$ cat src/rtl/regfile_mp_pkg.sv
// Shared definitions for the multi-port register file: default geometry,
// a safe clog2 helper and the read-port index type.
package regfile_pkg;

    localparam int REGFILE_WIDTH    = 32;
    localparam int REGFILE_DEPTH    = 32;
    localparam int REGFILE_NUM_READ = 2;

    // Read ports are limited to four, so a two-bit index covers them all.
    typedef logic [1:0] rd_port_idx_t;

    // Address width that never collapses to zero, even for a depth of 1.
    function automatic int clog2_safe(input int value);
        int result;
        result = 1;
        for (int i = 0; i < 31; i++) begin
            if ((1 << result) < value) begin
                result = result + 1;
            end
        end
        return result;
    endfunction

endpackage

$ cat src/rtl/regfile_mp_if.sv
// Bundle of the register-file write, read and issue signals.
// master = ID/WB pipeline side, slave = the register file.
interface regfile_mp_if
    import regfile_pkg::*;
#(
    parameter int WIDTH    = REGFILE_WIDTH,
    parameter int DEPTH    = REGFILE_DEPTH,
    parameter int NUM_READ = REGFILE_NUM_READ
);
    localparam int AW = clog2_safe(DEPTH);

    logic                      regwrite;
    logic [AW-1:0]             writereg;
    logic [WIDTH-1:0]          writeda;
    logic [NUM_READ*AW-1:0]    readreg;
    logic [NUM_READ*WIDTH-1:0] readda;
    logic [NUM_READ-1:0]       rd_busy;
    logic                      issue_en;
    logic [AW-1:0]             issue_reg;
    logic                      any_busy;

    modport master (
        output regwrite, writereg, writeda, readreg, issue_en, issue_reg,
        input  readda, rd_busy, any_busy
    );

    modport slave (
        input  regwrite, writereg, writeda, readreg, issue_en, issue_reg,
        output readda, rd_busy, any_busy
    );

endinterface

$ cat src/rtl/regfile_mp_scoreboard.sv
// Per-register pending-producer vector. An issue sets a bit, a write-back
// clears it; when both hit the same register the set wins because the new
// producer supersedes the retiring one. Register 0 is never pending when
// ZERO_REG is 1.
module regfile_scoreboard #(
    parameter int DEPTH    = 32,
    parameter int ZERO_REG = 1
) (
    input  logic                     clk,
    input  logic                     rst,
    input  logic                     clr_en,
    input  logic [$clog2(DEPTH)-1:0] clr_reg,
    input  logic                     set_en,
    input  logic [$clog2(DEPTH)-1:0] set_reg,
    output logic [DEPTH-1:0]         pending
);

    logic [DEPTH-1:0] pending_reg;
    logic [DEPTH-1:0] pending_next;

    // Clear first, then set, so a simultaneous set on the same register wins.
    always_comb begin
        pending_next = pending_reg;
        if (clr_en) begin
            pending_next[clr_reg] = 1'b0;
        end
        if (set_en) begin
            pending_next[set_reg] = 1'b1;
        end
        if (ZERO_REG != 0) begin
            pending_next[0] = 1'b0;
        end
    end

    // Pending state with asynchronous clear.
    always_ff @(posedge clk or posedge rst) begin
        if (rst) begin
            pending_reg <= '0;
        end else begin
            pending_reg <= pending_next;
        end
    end

    assign pending = pending_reg;

endmodule

$ cat src/rtl/regfile_mp.sv
// Parametrised multi-port register file for the ID stage: WIDTH x DEPTH
// flop array, NUM_READ combinational read ports, optional hard-wired zero
// register and a pending scoreboard used by the hazard unit.
// Optional feature: define REGFILE_MP_BYPASS_EN to forward the write-back
// data (and mask the busy flag) to a read port addressing the same register
// in the same cycle.
module regfile_mp
    import regfile_pkg::*;
#(
    parameter int WIDTH    = REGFILE_WIDTH,
    parameter int DEPTH    = REGFILE_DEPTH,
    parameter int NUM_READ = REGFILE_NUM_READ,
    parameter int ZERO_REG = 1
) (
    input logic          clk,
    input logic          rst,
    regfile_mp_if.slave  bus
);

    localparam int AW = $clog2(DEPTH);

    logic [WIDTH-1:0] mem_reg [DEPTH];
    logic [DEPTH-1:0] pending;
    logic             write_ok;

    // Writes to the hard-wired zero register are dropped.
    assign write_ok = bus.regwrite && !((ZERO_REG != 0) && (bus.writereg == '0));

    // Data array: cleared asynchronously, written on the WB edge.
    always_ff @(posedge clk or posedge rst) begin
        if (rst) begin
            for (int i = 0; i < DEPTH; i++) begin
                mem_reg[i] <= '0;
            end
        end else if (write_ok) begin
            mem_reg[bus.writereg] <= bus.writeda;
        end
    end

    regfile_scoreboard #(
        .DEPTH    (DEPTH),
        .ZERO_REG (ZERO_REG)
    ) u_scoreboard (
        .clk     (clk),
        .rst     (rst),
        .clr_en  (bus.regwrite),
        .clr_reg (bus.writereg),
        .set_en  (bus.issue_en),
        .set_reg (bus.issue_reg),
        .pending (pending)
    );

    assign bus.any_busy = |pending;

    genvar gi;
    generate
        for (gi = 0; gi < NUM_READ; gi++) begin : g_read
            logic [AW-1:0]    addr;
            logic             is_zero;
            logic             bypass_hit;
            logic [WIDTH-1:0] rd_data;
            logic             rd_pend;

            assign addr    = bus.readreg[gi*AW +: AW];
            assign is_zero = (ZERO_REG != 0) && (addr == '0);
`ifdef REGFILE_MP_BYPASS_EN
            // Forwarding is suppressed during reset so outputs stay at zero.
            assign bypass_hit = bus.regwrite && !rst && (bus.writereg == addr);
`else
            assign bypass_hit = 1'b0;
`endif

            // Read mux: zero register first, then bypass, then stored state.
            always_comb begin
                rd_data = mem_reg[addr];
                rd_pend = pending[addr];
                if (is_zero) begin
                    rd_data = '0;
                    rd_pend = 1'b0;
                end else if (bypass_hit) begin
                    rd_data = bus.writeda;
                    rd_pend = pending[addr] & bus.issue_en & (bus.issue_reg == addr);
                end
            end

            assign bus.readda[gi*WIDTH +: WIDTH] = rd_data;
            assign bus.rd_busy[gi]               = rd_pend;
        end
    endgenerate

endmodule

$ cat src/flat_wrapper.sv
// flat-port wrapper written by rule: the top's interface ports become plain ports
module regfile_mp_flat import regfile_pkg::*;
#(
    parameter int WIDTH    = REGFILE_WIDTH,
    parameter int DEPTH    = REGFILE_DEPTH,
    parameter int NUM_READ = REGFILE_NUM_READ,
    parameter int ZERO_REG = 1
)
  (clk, rst, bus_regwrite, bus_writereg, bus_writeda, bus_readreg, bus_issue_en, bus_issue_reg, bus_readda, bus_rd_busy, bus_any_busy);
  regfile_mp_if #(.WIDTH(WIDTH), .DEPTH(DEPTH), .NUM_READ(NUM_READ)) bus_i ();
  input logic clk;
  input logic rst;
  input wire logic [$bits(bus_i.regwrite)-1:0] bus_regwrite;
  input wire logic [$bits(bus_i.writereg)-1:0] bus_writereg;
  input wire logic [$bits(bus_i.writeda)-1:0] bus_writeda;
  input wire logic [$bits(bus_i.readreg)-1:0] bus_readreg;
  input wire logic [$bits(bus_i.issue_en)-1:0] bus_issue_en;
  input wire logic [$bits(bus_i.issue_reg)-1:0] bus_issue_reg;
  output wire logic [$bits(bus_i.readda)-1:0] bus_readda;
  output wire logic [$bits(bus_i.rd_busy)-1:0] bus_rd_busy;
  output wire logic [$bits(bus_i.any_busy)-1:0] bus_any_busy;
  assign bus_i.regwrite = bus_regwrite;
  assign bus_i.writereg = bus_writereg;
  assign bus_i.writeda = bus_writeda;
  assign bus_i.readreg = bus_readreg;
  assign bus_i.issue_en = bus_issue_en;
  assign bus_i.issue_reg = bus_issue_reg;
  assign bus_readda = bus_i.readda;
  assign bus_rd_busy = bus_i.rd_busy;
  assign bus_any_busy = bus_i.any_busy;
  regfile_mp #(.WIDTH(WIDTH), .DEPTH(DEPTH), .NUM_READ(NUM_READ), .ZERO_REG(ZERO_REG)) u_core (.clk(clk), .rst(rst), .bus(bus_i));
endmodule
$ cat config.mk
export PLATFORM = sky130hd
export DESIGN_NAME = regfile_mp_flat
export DESIGN_NICKNAME = d
export VERILOG_FILES = /design/src/rtl/regfile_mp_pkg.sv /design/src/rtl/regfile_mp_if.sv /design/src/rtl/regfile_mp_scoreboard.sv /design/src/rtl/regfile_mp.sv /design/src/flat_wrapper.sv
export SDC_FILE = /design/constraint.sdc
export NUM_CORES = 2
export LEC_CHECK = 0
export ABC_CLOCK_PERIOD_IN_PS = 65099
export BUFFER_PORTS_ARGS = -buffer_cell sky130_fd_sc_hd__buf_2
export CAP_MARGIN = 30
export CORE_ASPECT_RATIO = 1.2
export CORE_UTILIZATION = 50
export CTS_BUF_LIST = sky130_fd_sc_hd__clkbuf_4
export CTS_CLUSTER_DIAMETER = 50
export DETAILED_ROUTE_END_ITERATION = 16
export PLACE_DENSITY = 0.66
export SLEW_MARGIN = 20
export SYNTH_ARGS = -nofsm -noshare
export SYNTH_HDL_FRONTEND = slang
export SYNTH_SLANG_ARGS = --single-unit
$ cat constraint.sdc
create_clock -name clk -period 65.1 [get_ports clk]
set_input_delay 6.51 -clock clk [delete_from_list [all_inputs] [get_ports clk]]
set_output_delay 6.51 -clock clk [all_outputs]
set_load 0.02 [all_outputs]
==> results_dict.tcl <==
set metrics [dict create \
    power.leakage_nw 26.9 \
    pwr_density_cell_mw_per_mm2 30.1 \
    vias_per_cell 6.69 \
    synth_top_family_by_area "multiplexers" \
    syn-cell-area_sq_mm 0.0565 \
    clkSlewWorstSetupHoldPaths_ns 0.07 \
    drive_above_1_share_pct 56.4 \
    rsz0062_at_grt "no" \
    drv_slew 0 \
    hold_violations 0 \
    start_util_pct 50.6 \
    post-route-period-util_pct 26.0 \
    switching_share_pct 28.9 \
    outcome "finished, final reports clean" \
    finalSetupTns_ns 0 \
    synth_edf_count 0 \
    drt-met1-wl_um 69900 \
    cts.repair.resized 0 \
    worst_slew_pin_slew_ns 1.01 \
    maxCapViolCount 0 \
    crit_family "buffers and inverters" \
    worstPathMaxFanout 102 \
    dieArea_sq_mm 0.114 \
    finalSetupViolations 0 \
    ys_types 47 \
    required_ns 58.59 \
    place.gp.congestion 0.835 \
    switchingPower_uw 535 \
    grt_overflow 0 \
    yosys.area_share.xor_xnor_pct 0 \
    synth_warnings 0 \
    hold_class "register to register" \
    postCtsSetupBuffers 0 \
    routed_wl_um 175000 \
    postRouteAntennaNets 0 \
    power.total_mw 1.85 \
    tritoncts "done" \
    vias 37024 \
    path_cells "buf_8 > buf_4 > buf_12 > mux4_2 > mux2i_1 > nor2_1 > a221oi_1 > a21oi_1 > buf_2" \
    drc 0 \
    die_w_um 309 \
    ys_seq_elements 1055 \
    clk_latency_ns 1.23 \
    layout_min_cycle_time_ns 16.92 \
    cts.sinks 1055 \
    grt_max_degree 162 \
    synth_fp_nets 3845 \
    cp-end-kind "primary output" \
    relSlewSlack_pct 32.6 \
    fp-row-count 134 \
    numPortBuffers 122 \
    p_int_mw 1.32 \
    ys.flop_type "dfrtp_1" \
    synth-simple-area-share_pct 2.55 \
    antenna_found_initial 12 \
    coreArea_sq_mm 0.112 \
    combPwrFrac_pct 21.7 \
    wl_per_cell_um 31.7 \
    cts_root_buffer "clkbuf_4" \
    cpPeakStageDelay_ns 0.77 \
    hpwlAfterDp_um 100000 \
    syn_to_final_growth_pct 8.62 \
    firstDrtPassIters 7 \
    synth-async-reset-ratio_pct 100 \
    cts.path.max_buffers 4 \
    muxShareOfSynthArea_pct 43.2 \
    crit_buf_inv 4 \
    skew_ns 0 \
    seqPwrFrac_pct 47.5 \
    largest_reg_flops 1024 \
    crit_slowest_cell "buf_4" \
    wl_met2_um 86000 \
    yosysSeqAreaShare_pct 46.7 \
    grt_pass1_wl_um 261000 \
    grt_usage_pct 31.3 \
    numCtsBuffers 289 \
    first_iter_violations 3784 \
    crit_arrival_ns 10.41 \
    synth-compound-area-share_pct 3.71 \
    nets 3917 \
    routed.top_layer "met5" \
    grt_pass1_vias 38215 \
    timing.fmax_ghz 0.0591 \
    avgSynthCellArea_sq_um 14.9 \
    io-pin-count 123 \
    startpoint_type "input pin" \
    ctsHoldBuffers 0 \
    yosys.area_share.adder_pct 0 \
    critical_path_class "input pin to primary output" \
    die_y_um 370 \
    irDropWorstVdd_v 0.0000183 \
    htree_levels 5 \
    fillers 9256 \
    syn_inst 3789 \
    dr_wl_met3_um 13100 \
    power_frac_clock_pct 30.8 \
]
-- synthesized netlist by cell type, drive strengths merged (2+ instances only) --
cell | instances | share of area, %
dfrtp | 1055 | 47
and3 | 2 | 0.022
o211ai | 9 | 0.12
buf | 226 | 2.4
nand3 | 20 | 0.18
o21ai | 33 | 0.29
a21oi | 45 | 0.40
o22ai | 8 | 0.089
clkbuf | 207 | 1.4
and2 | 2 | 0.022
or2 | 5 | 0.055
a221oi | 83 | 1.3
o221ai | 33 | 0.51
a22o | 15 | 0.23
mux4 | 476 | 19
nor2b | 33 | 0.37
and3b | 2 | 0.031
nand3b | 8 | 0.11
a211oi | 22 | 0.29
nor3b | 8 | 0.12
a22oi | 8 | 0.11
mux2 | 1117 | 22
or4 | 2 | 0.027
or3b | 2 | 0.031
a31oi | 18 | 0.20
mux2i | 113 | 2.0
nor3 | 4 | 0.035
nor2 | 57 | 0.40
nor4 | 15 | 0.17
nand2b | 3 | 0.033
o2111ai | 5 | 0.077
a2111oi | 5 | 0.077
nand2 | 142 | 0.94
-- power by group through the flow --
stage                     Clock (mW)  Sequential [mW]  Combinational [mW]
after floorplan                    0            0.853               0.326
after global placement             0            0.882               0.391
after detailed placement           0            0.887               0.399
after CTS                      0.583            0.875               0.400
after global routing           0.618            0.894               0.429
final                          0.569            0.880               0.401
-- worst paths after layout --
check	from	end	slack [ns]	cells after the start
hold reg to reg	u_core.mem_reg[1016]$_DFFE_PP0P_	u_core.mem_reg[1016]$_DFFE_PP0P_	0.38	0
min in group asynchronous	rst	u_core.mem_reg[481]$_DFFE_PP0P_	5.42	2
hold / removal	u_core.mem_reg[1016]$_DFFE_PP0P_	u_core.mem_reg[1016]$_DFFE_PP0P_	0.38	0
max in group asynchronous	rst	u_core.mem_reg[22]$_DFFE_PP0P_	56.19	7
setup / recovery	bus_readreg[6]	bus_readda[60]	48.18	9
setup reg to reg	u_core.mem_reg[713]$_DFFE_PP0P_	u_core.mem_reg[713]$_DFFE_PP0P_	64.29	1
-- cells by family (layout without fill, tap and decap cells) --
| group | after synthesis | after routing |
|---|---|---|
| AOI/OAI and AO/OA | 286 | 286 |
| buffers and inverters | 435 | 676 |
| DFF | 1055 | 1055 |
| muxes | 1706 | 1706 |
| other | 0 | 7 |
| and+or+nand+nor | 307 | 307 |
-- metal layers --
metal,up-vias,track usage [%]
met5,-,0
met4,10,11.8
met3,366,7.16
met2,1685,50.6
met1,20017,41.1
li1,14946,-
-- layout by cell type, fill, tap and decap left out, drive strengths merged, types with 15 or more instances in the layout --
cell / n
clkbuf: 414
mux2: 1117
a21oi: 45
o221ai: 33
buf: 213
mux4: 476
a211oi: 22
clkinv: 44
o21ai: 33
nor4: 15
nand3: 20
nand2: 142
a22o: 15
a31oi: 18
a221oi: 83
nor2b: 33
dfrtp: 1055
nor2: 57
mux2i: 113
-- stage by stage --
stage	instances	cell area, sq um	setup slack (ns)	util (%)	hold WS [ns]
3_5_place_dp	5059	57900	48.08	51.8	0.363
4_1_cts	5519	61200	48.08	54.8	0.378
5_1_grt	5532	61400	47.77	55.0	0.387
6_report	5533	61400	48.18	55.0	0.377
3_3_place_gp	5053	57800	48.12	51.7	0.360
2_1_floorplan	3789	56500	28.89	-	0.425
-- area by class of cell --
class	instances	area (sq um)	area share, %
multi-input combinational	2299	28200	45.9
sequential	1055	26400	43.0
clock buffer	413	3100	5.05
tap	1496	1870	3.05
timing repair buffer	214	1590	2.59
clock inverter	47	238	0.387
antenna	7	17.5	0.0285
inverter	2	15.0	0.0244
Power figures use the tool's default switching activity.
